==> config.mk <==
export PLATFORM = sky130hd
export DESIGN_NAME = pipe_stage_chain
export DESIGN_NICKNAME = d
export VERILOG_FILES = /design/src/rtl/pipe_pkg.sv /design/src/rtl/pipe_slot.sv /design/src/rtl/pipe_stage_chain.sv
export SDC_FILE = /design/constraint.sdc
export NUM_CORES = 1
export LEC_CHECK = 0
export CAP_MARGIN = 20
export CORE_UTILIZATION = 45
export CTS_CLUSTER_SIZE = 28
export DETAILED_ROUTE_END_ITERATION = 8
export PLACE_DENSITY = 0.84
export SLEW_MARGIN = 20
export SYNTH_ARGS = -nofsm -noshare
export SYNTH_HDL_FRONTEND = slang
export SYNTH_HIERARCHICAL = 1
export SYNTH_SLANG_ARGS = --single-unit
==> constraint.sdc <==
create_clock -name clk -period 11.9 [get_ports clk]
set_input_delay 2.975 -clock clk [delete_from_list [all_inputs] [get_ports clk]]
set_output_delay 2.975 -clock clk [all_outputs]
set_load 0.03 [all_outputs]
==> src/rtl/pipe_pkg.sv <==
// Shared types, defaults and helpers for the pipeline stage chain.
package pipe_pkg;

    localparam int unsigned STAGES_DEFAULT = 4;
    localparam int unsigned DATA_W_DEFAULT = 32;

    // Per-stage control view used by the go/rdy ripple.
    typedef struct packed {
        logic valid;
        logic stall;
        logic flush;
        logic go;
        logic rdy;
    } stage_ctl_t;

    // Number of set bits; callers zero-extend narrower vectors.
    function automatic int unsigned f_popcount(input logic [31:0] vec);
        int unsigned cnt;
        cnt = 0;
        for (int i = 0; i < 32; i++) begin
            cnt += 32'(vec[i]);
        end
        return cnt;
    endfunction

endpackage

==> src/rtl/pipe_slot.sv <==
// One pipeline stage: valid bit and payload register with flush/stall/load/drain priority.
module pipe_slot
    import pipe_pkg::*;
#(
    parameter int unsigned DATA_W = DATA_W_DEFAULT
) (
    input  logic              clk,
    input  logic              rst_n,
    input  logic              load,
    input  logic [DATA_W-1:0] load_data,
    input  logic              go,
    input  logic              stall,
    input  logic              flush,
    output logic              valid,
    output logic [DATA_W-1:0] data,
    output logic              valid_next
);

    logic              valid_q;
    logic [DATA_W-1:0] data_q;
    logic [DATA_W-1:0] data_d;

    // Next-state priority: flush, stall, incoming load, outgoing bubble, hold.
    always_comb begin
        valid_next = valid_q;
        data_d     = data_q;
        if (flush) begin
            valid_next = 1'b0;
        end else if (stall) begin
            valid_next = valid_q;
        end else if (load) begin
            valid_next = 1'b1;
            data_d     = load_data;
        end else if (go) begin
            valid_next = 1'b0;
        end
    end

    // Stage register with synchronous active-low reset.
    always_ff @(posedge clk) begin
        if (!rst_n) begin
            valid_q <= 1'b0;
            data_q  <= '0;
        end else begin
            valid_q <= valid_next;
            data_q  <= data_d;
        end
    end

    assign valid = valid_q;
    assign data  = data_q;

endmodule

==> src/rtl/pipe_stage_chain.sv <==
// Chain of STAGES pipeline slots with per-stage stall/flush, end handshakes and counters.
module pipe_stage_chain
    import pipe_pkg::*;
#(
    parameter int unsigned DATA_W = DATA_W_DEFAULT,
    parameter int unsigned STAGES = STAGES_DEFAULT,
    parameter int unsigned CNT_W  = 16
) (
    input  logic                         clk,
    input  logic                         rst_n,
    input  logic                         in_valid,
    output logic                         in_ready,
    input  logic [DATA_W-1:0]            in_data,
    output logic                         out_valid,
    input  logic                         out_ready,
    output logic [DATA_W-1:0]            out_data,
    input  logic [STAGES-1:0]            stall_req,
    input  logic [STAGES-1:0]            flush,
    output logic [STAGES-1:0]            stage_valid,
    output logic [STAGES*DATA_W-1:0]     stage_data,
    output logic [$clog2(STAGES+1)-1:0]  occupancy,
    output logic [CNT_W-1:0]             stall_cycles
);

    localparam int unsigned OCC_W = $clog2(STAGES + 1);

    stage_ctl_t        ctl [STAGES];
    logic [STAGES-1:0] go;
    logic [STAGES-1:0] rdy;
    logic [STAGES-1:0] valid_next;
    logic              stall_hit;
    logic [OCC_W-1:0]  occupancy_q;
    logic [CNT_W-1:0]  stall_cycles_q;

    assign out_valid = stage_valid[STAGES-1] & ~stall_req[STAGES-1] & ~flush[STAGES-1];
    assign out_data  = stage_data[(STAGES-1)*DATA_W +: DATA_W];
    assign in_ready  = rdy[0];

    // Ready ripples from the output end back to stage 0 so a full stage can accept while emitting.
    always_comb begin
        for (int i = 0; i < STAGES; i++) begin
            ctl[i].valid = stage_valid[i];
            ctl[i].stall = stall_req[i];
            ctl[i].flush = flush[i];
            ctl[i].go    = 1'b0;
            ctl[i].rdy   = 1'b0;
        end
        ctl[STAGES-1].go  = out_valid & out_ready;
        ctl[STAGES-1].rdy = ~ctl[STAGES-1].stall & (~ctl[STAGES-1].valid | ctl[STAGES-1].go);
        for (int i = int'(STAGES) - 2; i >= 0; i--) begin
            ctl[i].go  = ctl[i].valid & ~ctl[i].stall & ~ctl[i].flush & ctl[i+1].rdy;
            ctl[i].rdy = ~ctl[i].stall & (~ctl[i].valid | ctl[i].go);
        end
    end

    for (genvar g = 0; g < STAGES; g++) begin : g_slot
        logic              load;
        logic [DATA_W-1:0] load_data;

        assign go[g]  = ctl[g].go;
        assign rdy[g] = ctl[g].rdy;

        if (g == 0) begin : g_head
            // A flushed stage 0 still completes the upstream handshake; the slot drops the beat.
            assign load      = in_valid & ctl[0].rdy;
            assign load_data = in_data;
        end else begin : g_body
            assign load      = ctl[g-1].go;
            assign load_data = stage_data[(g-1)*DATA_W +: DATA_W];
        end

        pipe_slot #(
            .DATA_W (DATA_W)
        ) u_slot (
            .clk        (clk),
            .rst_n      (rst_n),
            .load       (load),
            .load_data  (load_data),
            .go         (ctl[g].go),
            .stall      (stall_req[g]),
            .flush      (flush[g]),
            .valid      (stage_valid[g]),
            .data       (stage_data[g*DATA_W +: DATA_W]),
            .valid_next (valid_next[g])
        );
    end

    assign stall_hit = |(stall_req & stage_valid);

    // Occupancy tracks the slots' next valid bits so it lands on the same edge as v.
    always_ff @(posedge clk) begin
        if (!rst_n) begin
            occupancy_q <= '0;
        end else begin
            occupancy_q <= OCC_W'(f_popcount(32'(valid_next)));
        end
    end

    // Saturating count of cycles where a valid stage was held by its stall request.
    always_ff @(posedge clk) begin
        if (!rst_n) begin
            stall_cycles_q <= '0;
        end else if (stall_hit && (stall_cycles_q != {CNT_W{1'b1}})) begin
            stall_cycles_q <= stall_cycles_q + 1'b1;
        end
    end

    assign occupancy    = occupancy_q;
    assign stall_cycles = stall_cycles_q;

endmodule
==> flow_summary.ini, run 1 <==
[status]
run_status = complete, no violations

[logic_synthesis]
ys_dominant_reg_cell = sky130_fd_sc_hd__dfxtp_1
synth_async_sr_flop_share_pct = 0
yosys_warnings = 6
syn-mean-instance-area_um2 = 8.84
yosysSeqAreaShare_pct = 45.2
postSynthNetCount = 804
synth_enable_flop_cells = 0
postSynthCellCount = 756
yosysUniqueCellTypes = 46
synth_area_um2 = 6680
synth.ff_latch_count = 151

[die]
dieWidth_um = 124
core.rowCount = 44
die_area_um2 = 15300
floorplan.initialDensity_pct = 46.0
die_y_um = 124
floorplan.core_area_um2 = 14500
design.portCount = 229

[final_layout]
n_antenna_cell = 0
commonest_cells_after_routing_fill_and_taps_aside = sky130_fd_sc_hd__clkdlybuf4s50_1 (227), sky130_fd_sc_hd__dfxtp_1 (151), sky130_fd_sc_hd__nand2_1 (134)
fillCellCount = 1241
post_route_cells_drive_above_1_share_pct = 14.0
design_area_um2 = 9240
final_net_count = 961
area_delta_synth_final_pct = 38.3
mostFrequentLayoutCell = sky130_fd_sc_hd__clkdlybuf4s50_1

[drt]
wl_per_cell_um = 15.2
route.top_layer_used = met4
met1_length_um = 7760
drc = 0
dr_wl_met2_um = 7730
firstDrtPassIters = 5
drt.antenna.violating_nets = 0
detailedRoute.firstIterationViolations = 412
wl_met3_um = 838
route.vias.total = 5699
drt_wl_total_um = 16800
route.detailed.vias_per_inst = 5.13

[critical_path]
crit_path_start_kind = input pin
timing.setup.critical_path_class = in -> out
path_cells = clkdlybuf4s50_1, nand2b_1, a2111oi_2, o21ai_1, a31oi_1, clkdlybuf4s50_1
critPathArrivalTime_ps = 5110
timing.critical_path.max_delay_family = buffers and inverters
cp.buffers_inverters = 2
cp_data_required_time_ps = 8930
timing.critical_path.slowest_cell_delay_ps = 680
cp_common_cell = sky130_fd_sc_hd__clkdlybuf4s50_1
critical_path.slowest_cell = sky130_fd_sc_hd__clkdlybuf4s50_1
critPathMaxFanout = 4
cp-end-kind = output port

[sta]
maxClockFrequency_mhz = 124
slew_violations = 0
fin_crit_ps = 8090
worst_slew_pin_slew_ps = 1020
worst_clock_skew_on_the_final_layout_ps = 3.86
setup-violations-final = 0
timing.hold.ws_ps = 462
tns_ps = 0
report.final.hold_viol_count = 0
slew_headroom_pct = 32.1
layout_setup_ws_ps = 3810
grt_setup_unrepaired = no
finalCritPeriodShare_pct = 68.0

[global_route]
antenna_found_initial = 0
grt_first_pass_wirelength_um = 25700
grt_max_degree = 100
first_global_vias = 4815
groute.usage.overall_pct = 21.9
overflow = 0

[clocking]
tritoncts_clock_tree = yes
ctsHtreeMaxLevel = 4
post_cts_resize_count = 0
worst_setup_hold_path_clk_slew_ps = 60
cts.repair_timing.setup_buffer_count = 0
post_cts_hold_buffer_count = 0
cts_sinks = 151
tritoncts.num_buffers = 17
clk-insertion-delay-late_ps = 410
clockBufferDepth = 2
cell_chosen_for_the_clock_root = sky130_fd_sc_hd__clkbuf_16

[placement]
gp_congestion = 0.781
post-dp-hpwl_um = 11700
port_bufs = 228
pre_cts_ws_ps = 3820
place_area_um2 = 8570

[min_path]
hold_path_class = reg -> reg

[power_and_ir_drop]
power.density_cell_area_nw_per_um2 = 125
irDropWorstVdd_mv = 0.0852
p_leak_nw = 3.09

[flow_run]
maxCapViolations = 0
==> logic make-up after synthesis <==
family	synth area share, %
flops	45.2
fa+ha+maj	0.861
mux	0.449
simple gates	26.1
buf+inv	11.3
compound gates	16.0
==> power breakdown <==
part           internal, mW  switching, mW  total, mW
combinational        0.0210         0.0299     0.0509
clock                 0.395          0.201      0.596
sequential            0.508        0.00248      0.511
total                 0.924          0.233       1.16
==> synthesized netlist by cell type, types with 2 or more instances <==
| cell type | count | area [um^2] |
|---|---|---|
| sky130_fd_sc_hd__a211o_1 | 2 | 17.5 |
| sky130_fd_sc_hd__a211oi_1 | 2 | 15.0 |
| sky130_fd_sc_hd__a21oi_1 | 10 | 50.1 |
| sky130_fd_sc_hd__a22oi_1 | 2 | 15.0 |
| sky130_fd_sc_hd__a311oi_1 | 2 | 17.5 |
| sky130_fd_sc_hd__a31o_2 | 4 | 35.0 |
| sky130_fd_sc_hd__a31oi_1 | 2 | 12.5 |
| sky130_fd_sc_hd__and2_1 | 10 | 62.6 |
| sky130_fd_sc_hd__and3_1 | 2 | 12.5 |
| sky130_fd_sc_hd__buf_2 | 14 | 70.1 |
| sky130_fd_sc_hd__buf_4 | 48 | 360 |
| sky130_fd_sc_hd__buf_6 | 12 | 135 |
| sky130_fd_sc_hd__buf_8 | 4 | 60.1 |
| sky130_fd_sc_hd__clkbuf_1 | 14 | 52.6 |
| sky130_fd_sc_hd__clkbuf_2 | 4 | 20.0 |
| sky130_fd_sc_hd__dfxtp_1 | 151 | 3020 |
| sky130_fd_sc_hd__ha_1 | 3 | 37.5 |
| sky130_fd_sc_hd__inv_1 | 16 | 60.1 |
| sky130_fd_sc_hd__mux2i_1 | 3 | 30.0 |
| sky130_fd_sc_hd__nand2_1 | 134 | 503 |
| sky130_fd_sc_hd__nand2b_1 | 11 | 68.8 |
| sky130_fd_sc_hd__nand3_1 | 92 | 460 |
| sky130_fd_sc_hd__nand3_2 | 40 | 400 |
| sky130_fd_sc_hd__nand4_1 | 3 | 18.8 |
| sky130_fd_sc_hd__nor2_1 | 2 | 7.51 |
| sky130_fd_sc_hd__nor3_1 | 2 | 10.0 |
| sky130_fd_sc_hd__nor3b_2 | 4 | 50.1 |
| sky130_fd_sc_hd__nor4_1 | 2 | 12.5 |
| sky130_fd_sc_hd__nor4b_1 | 2 | 17.5 |
| sky130_fd_sc_hd__o21ai_0 | 18 | 90.1 |
| sky130_fd_sc_hd__o21ai_1 | 75 | 375 |
| sky130_fd_sc_hd__o21ai_2 | 40 | 350 |
| sky130_fd_sc_hd__o31ai_1 | 7 | 52.6 |
| sky130_fd_sc_hd__or3_1 | 2 | 12.5 |
| sky130_fd_sc_hd__or4_1 | 6 | 45.0 |
==> through the flow <==
| stage | total power [mW] | util (%) | std cells |
|---|---|---|---|
| floorplan | 0.549 | - | 756 |
| CTS | 1.17 | 63.6 | 1110 |
| finish | 1.16 | 63.6 | 1110 |
| detailed placement | 0.572 | 59.0 | 1078 |
| global route | 1.19 | 63.6 | 1110 |
| global placement | 0.572 | 59.0 | 1078 |
==> state kept, by name, indices dropped and copies added (netlist names) <==
signal,cells
g_slot.u_slot/data,128
g_slot.u_slot/valid,4
occupancy,3
stall_cycles,16
==> area by class of cell <==
type	instances	area [um^2]	area share, %
clock buffer	25	536	5.79
tap	184	230	2.49
clock inverter	7	135	1.46
multi-input combinational	493	2930	31.7
inverter	16	60.1	0.650
timing repair buffer	234	2330	25.2
sequential	151	3020	32.7
==> worst reg2reg max path, delay by kind of cell, from the launching register on <==
kind	cells	cell delay, ps
flops	1	360
compound gates	4	1370
fa+ha+maj	3	930
buf+inv	3	690
simple gates	2	430
==> routing by layer <==
layer / track usage [%] / vias to the layer above
li1: - / 2898
met1: 29.5 / 2574
met2: 33.2 / 188
met3: 5.04 / 39
met4: 9.56 / 0
met5: 0 / -
==> path summary, 6_finish.rpt <==
path,startpoint,endpoint,cells after the start,slack [ps]
max reg2reg,g_slot[3].u_slot/valid$_SDFF_PN0_,occupancy[1]$_SDFF_PN0_,12,8020
max,flush[3],in_ready,6,3810
min reg2reg,g_slot[3].u_slot/data[5]$_SDFFE_PN0P_,g_slot[3].u_slot/data[5]$_SDFFE_PN0P_,2,460
min,g_slot[3].u_slot/data[5]$_SDFFE_PN0P_,g_slot[3].u_slot/data[5]$_SDFFE_PN0P_,2,460
(Power assumes the default switching activity.)
==> run 2, diff against run 1 <==
==> constraint.sdc (replaced) <==
create_clock -name clk -period 8.5 [get_ports clk]
set_input_delay 2.125 -clock clk [delete_from_list [all_inputs] [get_ports clk]]
set_output_delay 2.125 -clock clk [all_outputs]
set_load 0.03 [all_outputs]
==> run 2 against run 1 <==
Hold slack is essentially flat. First-iteration DRC count up 14%. Critical path type unchanged. Largest power group unchanged. Final cell count barely moved. Register-to-register slack worse by 3400 ps. Count of clock-buffer cells in the layout fell by 5. Flip-flop and latch count unchanged. Critical path depth unchanged. Global-route usage fell by 0.32 points.
==> flow_summary.ini, run 2 (same netlist as run 1, synthesis figures left out) <==
[critical_path]
worst_r2r_startpoint = g_slot[3].u_slot/valid$_SDFF_PN0_
timing.critical_path.slowest_cell_delay_ps = 690
critPathArrivalTime_ps = 4310
ff2ff_path_depth = 12
timing.critical_path.max_delay_family = buffers and inverters
cp.buffers_inverters = 2
path_cells = clkdlybuf4s50_1, nand2b_1, a2111oi_2, o21ai_1, a31oi_1, clkdlybuf4s50_1
crit_path_start_kind = input pin
reg2reg_slack_ps = 4610
critPathMaxFanout = 4
cp_common_cell = sky130_fd_sc_hd__clkdlybuf4s50_1
cp_data_required_time_ps = 6380
startpoint = flush[3]
critical_path.slowest_cell = sky130_fd_sc_hd__clkdlybuf4s50_1
timing.setup.critical_path_class = in -> out
cp-end-kind = output port
cp.depth = 6

[placement]
post-dp-hpwl_um = 11700
post-place-cells = 1078
gp_congestion = 0.787
port_bufs = 228
pre_cts_ws_ps = 2070

[sta]
layout_setup_ws_ps = 2060
finalCritPeriodShare_pct = 75.7
setup-violations-final = 0
timing.hold.ws_ps = 462
slew_violations = 0
fin_crit_ps = 6440
slew_headroom_pct = 34.7
worst_clock_skew_on_the_final_layout_ps = 9.73
worst_slew_pin_slew_ps = 972
maxClockFrequency_mhz = 155
tns_ps = 0
grt_setup_unrepaired = no
report.final.hold_viol_count = 0

[drt]
route.detailed.vias_per_inst = 5.17
firstDrtPassIters = 5
drt.antenna.violating_nets = 0
wl_per_cell_um = 15.0
route.vias.total = 5728
detailedRoute.firstIterationViolations = 471
drt_wl_total_um = 16700
drc = 0

[flow_run]
maxCapViolations = 0

[clocking]
post_cts_resize_count = 0
cts_sinks = 151
cts.repair_timing.setup_buffer_count = 0
worst_setup_hold_path_clk_slew_ps = 60
cell_chosen_for_the_clock_root = sky130_fd_sc_hd__clkbuf_16
post_cts_hold_buffer_count = 0
clockBufferDepth = 2
tritoncts_clock_tree = yes
tritoncts.num_buffers = 17
ctsHtreeMaxLevel = 4
clk-insertion-delay-late_ps = 410

[global_route]
groute.usage.overall_pct = 21.5
antenna_found_initial = 0
grt_first_pass_wirelength_um = 25400
grt_max_degree = 137
first_global_vias = 4838
overflow = 0

[min_path]
hold_path_class = reg -> reg
worstHoldPathCells = 2
min-delay-start = g_slot[2].u_slot/data[8]$_SDFFE_PN0P_

[final_layout]
largest_reg_flops = 128
final_net_count = 961
n_antenna_cell = 0
layoutNonFillerInstCount = 1109
commonest_cells_after_routing_fill_and_taps_aside = sky130_fd_sc_hd__clkdlybuf4s50_1 (227), sky130_fd_sc_hd__dfxtp_1 (151), sky130_fd_sc_hd__nand2_1 (134)
post_route_cells_drive_above_1_share_pct = 13.7
mostFrequentLayoutCell = sky130_fd_sc_hd__clkdlybuf4s50_1
final_util_pct = 62.9
area_delta_synth_final_pct = 36.8

[die]
core.rowCount = 44
die_y_um = 124
design.portCount = 229
die_area_um2 = 15300
floorplan.initialDensity_pct = 46.0
dieWidth_um = 124
floorplan.core_area_um2 = 14500

[power_and_ir_drop]
p_leak_nw = 3.03
irDropWorstVdd_mv = 0.169
power.density_cell_area_nw_per_um2 = 166

[status]
run_status = complete, no violations
## run 2: cell types whose count changed in the layout (fill, tap and decap cells not counted), sizes merged
cell      before  now
inv           16   17
bufinv         4    2
clkbuf        26   21
clkinvlp       0    2
clkinv         3    6
## run 2: worst paths after layout
check                                           to
min reg2reg  g_slot[2].u_slot/data[8]$_SDFFE_PN0P_
min          g_slot[2].u_slot/data[8]$_SDFFE_PN0P_
max                                       in_ready
max reg2reg                occupancy[1]$_SDFF_PN0_
## run 2: per-stage QoR
step,power [mW],area [um^2]
floorplan,0.769,6680
global placement,0.801,8570
detailed placement,0.801,8570
CTS,1.53,9140
global route,1.56,9140
finish,1.52,9140
## run 2: worst min-delay path, stage by stage, from the launching register on
cell	delay [ps]
sky130_fd_sc_hd__dfxtp_1	320
sky130_fd_sc_hd__nand2_1	60
sky130_fd_sc_hd__o21ai_1	50
## run 2: final cells by class
cell class / instances / area [um^2]
Fill cell: 1230 / 5390
Timing Repair Buffer: 234 / 2330
Inverter: 16 / 60.1
Tap cell: 184 / 230
Clock inverter: 11 / 125
Clock buffer: 20 / 447
Multi-Input combinational cell: 493 / 2930
Sequential cell: 151 / 3020
## run 2: routing by layer
metal	global-route usage, %	vias to the layer above	part of all wire (%)	wire length [um]
met1	29.9	2613	47	7780
met2	32.1	187	46	7610
li1	-	2903	-	-
met4	7.91	0	2.1	358
met3	5.36	25	5.6	937
met5	0	-	0	0
## run 2: where the power goes
group / internal [mW] / total [mW] / switching (mW)
combinational: 0.0294 / 0.0710 / 0.0416
sequential: 0.711 / 0.715 / 0.00364
clock: 0.439 / 0.730 / 0.291
total: 1.18 / 1.52 / 0.336
==> run 3, diff against run 2 <==
--- a/config.mk
+++ b/config.mk
@@ -6,10 +6,10 @@
 export NUM_CORES = 1
 export LEC_CHECK = 0
 export CAP_MARGIN = 20
-export CORE_UTILIZATION = 45
+export CORE_UTILIZATION = 41
 export CTS_CLUSTER_SIZE = 28
 export DETAILED_ROUTE_END_ITERATION = 8
-export PLACE_DENSITY = 0.84
+export PLACE_DENSITY = 0.81
 export SLEW_MARGIN = 20
 export SYNTH_ARGS = -nofsm -noshare
 export SYNTH_HDL_FRONTEND = slang
==> constraint.sdc (replaced) <==
create_clock -name clk -period 5.4 [get_ports clk]
set_input_delay 1.35 -clock clk [delete_from_list [all_inputs] [get_ports clk]]
set_output_delay 1.35 -clock clk [all_outputs]
set_load 0.03 [all_outputs]
==> run 3 against run 2 <==
Largest cell class unchanged. Setup slack worse by 1500 ps. Via count shrank 1.6%. First-iteration DRC count down 16%. Critical endpoint unchanged.
==> flow_summary.ini, run 3 (same netlist as run 1, synthesis figures left out) <==
[status]
run_status = complete, no violations

[final_layout]
final_net_count = 960
n_antenna_cell = 0
multiInputGateArea_um2 = 2930
largest_reg_flops = 128
commonest_cells_after_routing_fill_and_taps_aside = sky130_fd_sc_hd__clkdlybuf4s50_1 (227), sky130_fd_sc_hd__dfxtp_1 (151), sky130_fd_sc_hd__nand2_1 (134)
fillCellCount = 1427
area_delta_synth_final_pct = 38.8
post_route_cells_drive_above_1_share_pct = 13.8
seqCellArea_um2 = 3020
mostFrequentLayoutCell = sky130_fd_sc_hd__clkdlybuf4s50_1

[die]
die_y_um = 130
floorplan.core_area_um2 = 15900
dieWidth_um = 130
core.rowCount = 46
floorplan.initialDensity_pct = 42.1
design.portCount = 229
die_area_um2 = 16800

[drt]
route.detailed.vias_per_inst = 4.94
detailedRoute.firstIterationViolations = 396
drc = 0
route.vias.total = 5638
drt_wl_total_um = 16600
drt.antenna.violating_nets = 0
wl_per_cell_um = 14.5
firstDrtPassIters = 5

[global_route]
busiest_layer = met2
overflow = 0
globalRouteMet3Util_pct = 4.42
grt_max_degree = 147
antenna_found_initial = 0
groute.usage.overall_pct = 19.7
grtUsageMet2_pct = 30.3
grt_first_pass_wirelength_um = 25600
first_global_vias = 4817
grt.met1_usage_pct = 26.7

[sta]
setup-violations-final = 0
slew_violations = 0
report.final.hold_viol_count = 0
slew_headroom_pct = 35.1
finalCritPeriodShare_pct = 89.6
worst_clock_skew_on_the_final_layout_ps = 6.73
grt_setup_unrepaired = no
worst_slew_pin_slew_ps = 965
fin_crit_ps = 4840
layout_setup_ws_ps = 563
tns_ps = 0
maxClockFrequency_mhz = 207

[clocking]
clockBufferDepth = 2
clk-insertion-delay-late_ps = 410
worst_setup_hold_path_clk_slew_ps = 60
cts_sinks = 151
post_cts_hold_buffer_count = 0
post_cts_resize_count = 0
cell_chosen_for_the_clock_root = sky130_fd_sc_hd__clkbuf_16
ctsHtreeMaxLevel = 4
tritoncts_clock_tree = yes
cts.repair_timing.setup_buffer_count = 0
tritoncts.num_buffers = 17

[power_and_ir_drop]
switching_share_pct = 20.6
power.sequential.fraction_pct = 44.5
power.net_switching_uw = 522
pwr-share-clk_pct = 51.1
irDropWorstVdd_mv = 0.221
combinational_power_share_pct = 4.4
total_power_mw = 2.53
p_leak_nw = 3.06
power.density_cell_area_nw_per_um2 = 273
power.internal_mw = 2.01

[critical_path]
cp_common_cell = sky130_fd_sc_hd__clkdlybuf4s50_1
ff2ff_path_depth = 11
critical_path.slowest_cell = sky130_fd_sc_hd__clkdlybuf4s50_1
timing.critical_path.slowest_cell_delay_ps = 690
cp_data_required_time_ps = 4050
crit_path_start_kind = input pin
critPathMaxFanout = 4
critPathArrivalTime_ps = 3490
timing.setup.critical_path_class = in -> out
path_cells = clkdlybuf4s50_1, nand2b_1, a2111oi_2, o21ai_1, a31oi_1, clkdlybuf4s50_1
cp-end-kind = output port

[placement]
port_bufs = 228
post-dp-hpwl_um = 11800
gp_congestion = 0.783
pre_cts_ws_ps = 525

[min_path]
worstHoldPathCells = 2
hold_path_class = reg -> reg

[flow_run]
maxCapViolations = 0
## run 3: cell count changes in the layout (fill, tap and decap cells not counted), sizes merged
cell / before / now
inv: 17 / 16
clkinv: 6 / 3
bufinv: 2 / 5
clkinvlp: 2 / 4
clkbuf: 21 / 20
## run 3: layout make-up
| type | instances | share of cell area, % |
|---|---|---|
| clock buffer | 20 | 4.93 |
| timing repair buffer | 233 | 25.2 |
| tap | 216 | 2.91 |
| sequential | 151 | 32.6 |
| inverter | 16 | 0.648 |
| multi-input combinational | 493 | 31.6 |
| clock inverter | 12 | 2.15 |
## run 3: metrics by stage
stage	area, um^2	hold WS [ps]	utilization [%]	instances
2_1_floorplan	6680	587	-	756
3_3_place_gp	8620	449	54.2	1109
3_5_place_dp	8620	453	54.2	1109
4_1_cts	9270	462	58.4	1141
5_1_grt	9270	479	58.4	1141
6_report	9270	457	58.4	1141
## run 3: worst paths after layout
kind / slack (ps) / start / end
max: 560 / flush[3] / in_ready
min: 460 / g_slot[3].u_slot/data[6]$_SDFFE_PN0P_ / g_slot[3].u_slot/data[6]$_SDFFE_PN0P_
max reg2reg: 2290 / g_slot[3].u_slot/valid$_SDFF_PN0_ / occupancy[1]$_SDFF_PN0_
min reg2reg: 460 / g_slot[3].u_slot/data[6]$_SDFFE_PN0P_ / g_slot[3].u_slot/data[6]$_SDFFE_PN0P_
## run 3: per-layer routing
metal / vias to the layer above / wire length (um)
met5: - / 0
met4: 0 / 397
met3: 27 / 722
met2: 148 / 7640
met1: 2552 / 7810
li1: 2911 / -
## run 3: worst max-delay path: cells and delay by family
family | cells | cell delay [ps]
AOI/OAI and AO/OA | 3 | 750
buffers and inverters | 2 | 1190
and+or+nand+nor | 1 | 200
## run 3: power by group through the flow
stage | clock network, mW | registers, mW | logic (mW)
final | 1.29 | 1.13 | 0.112
after global routing | 1.37 | 1.13 | 0.121
after CTS | 1.32 | 1.13 | 0.113
after detailed placement | 0 | 1.15 | 0.112
after global placement | 0 | 1.15 | 0.112
after floorplan | 0 | 1.16 | 0.0514
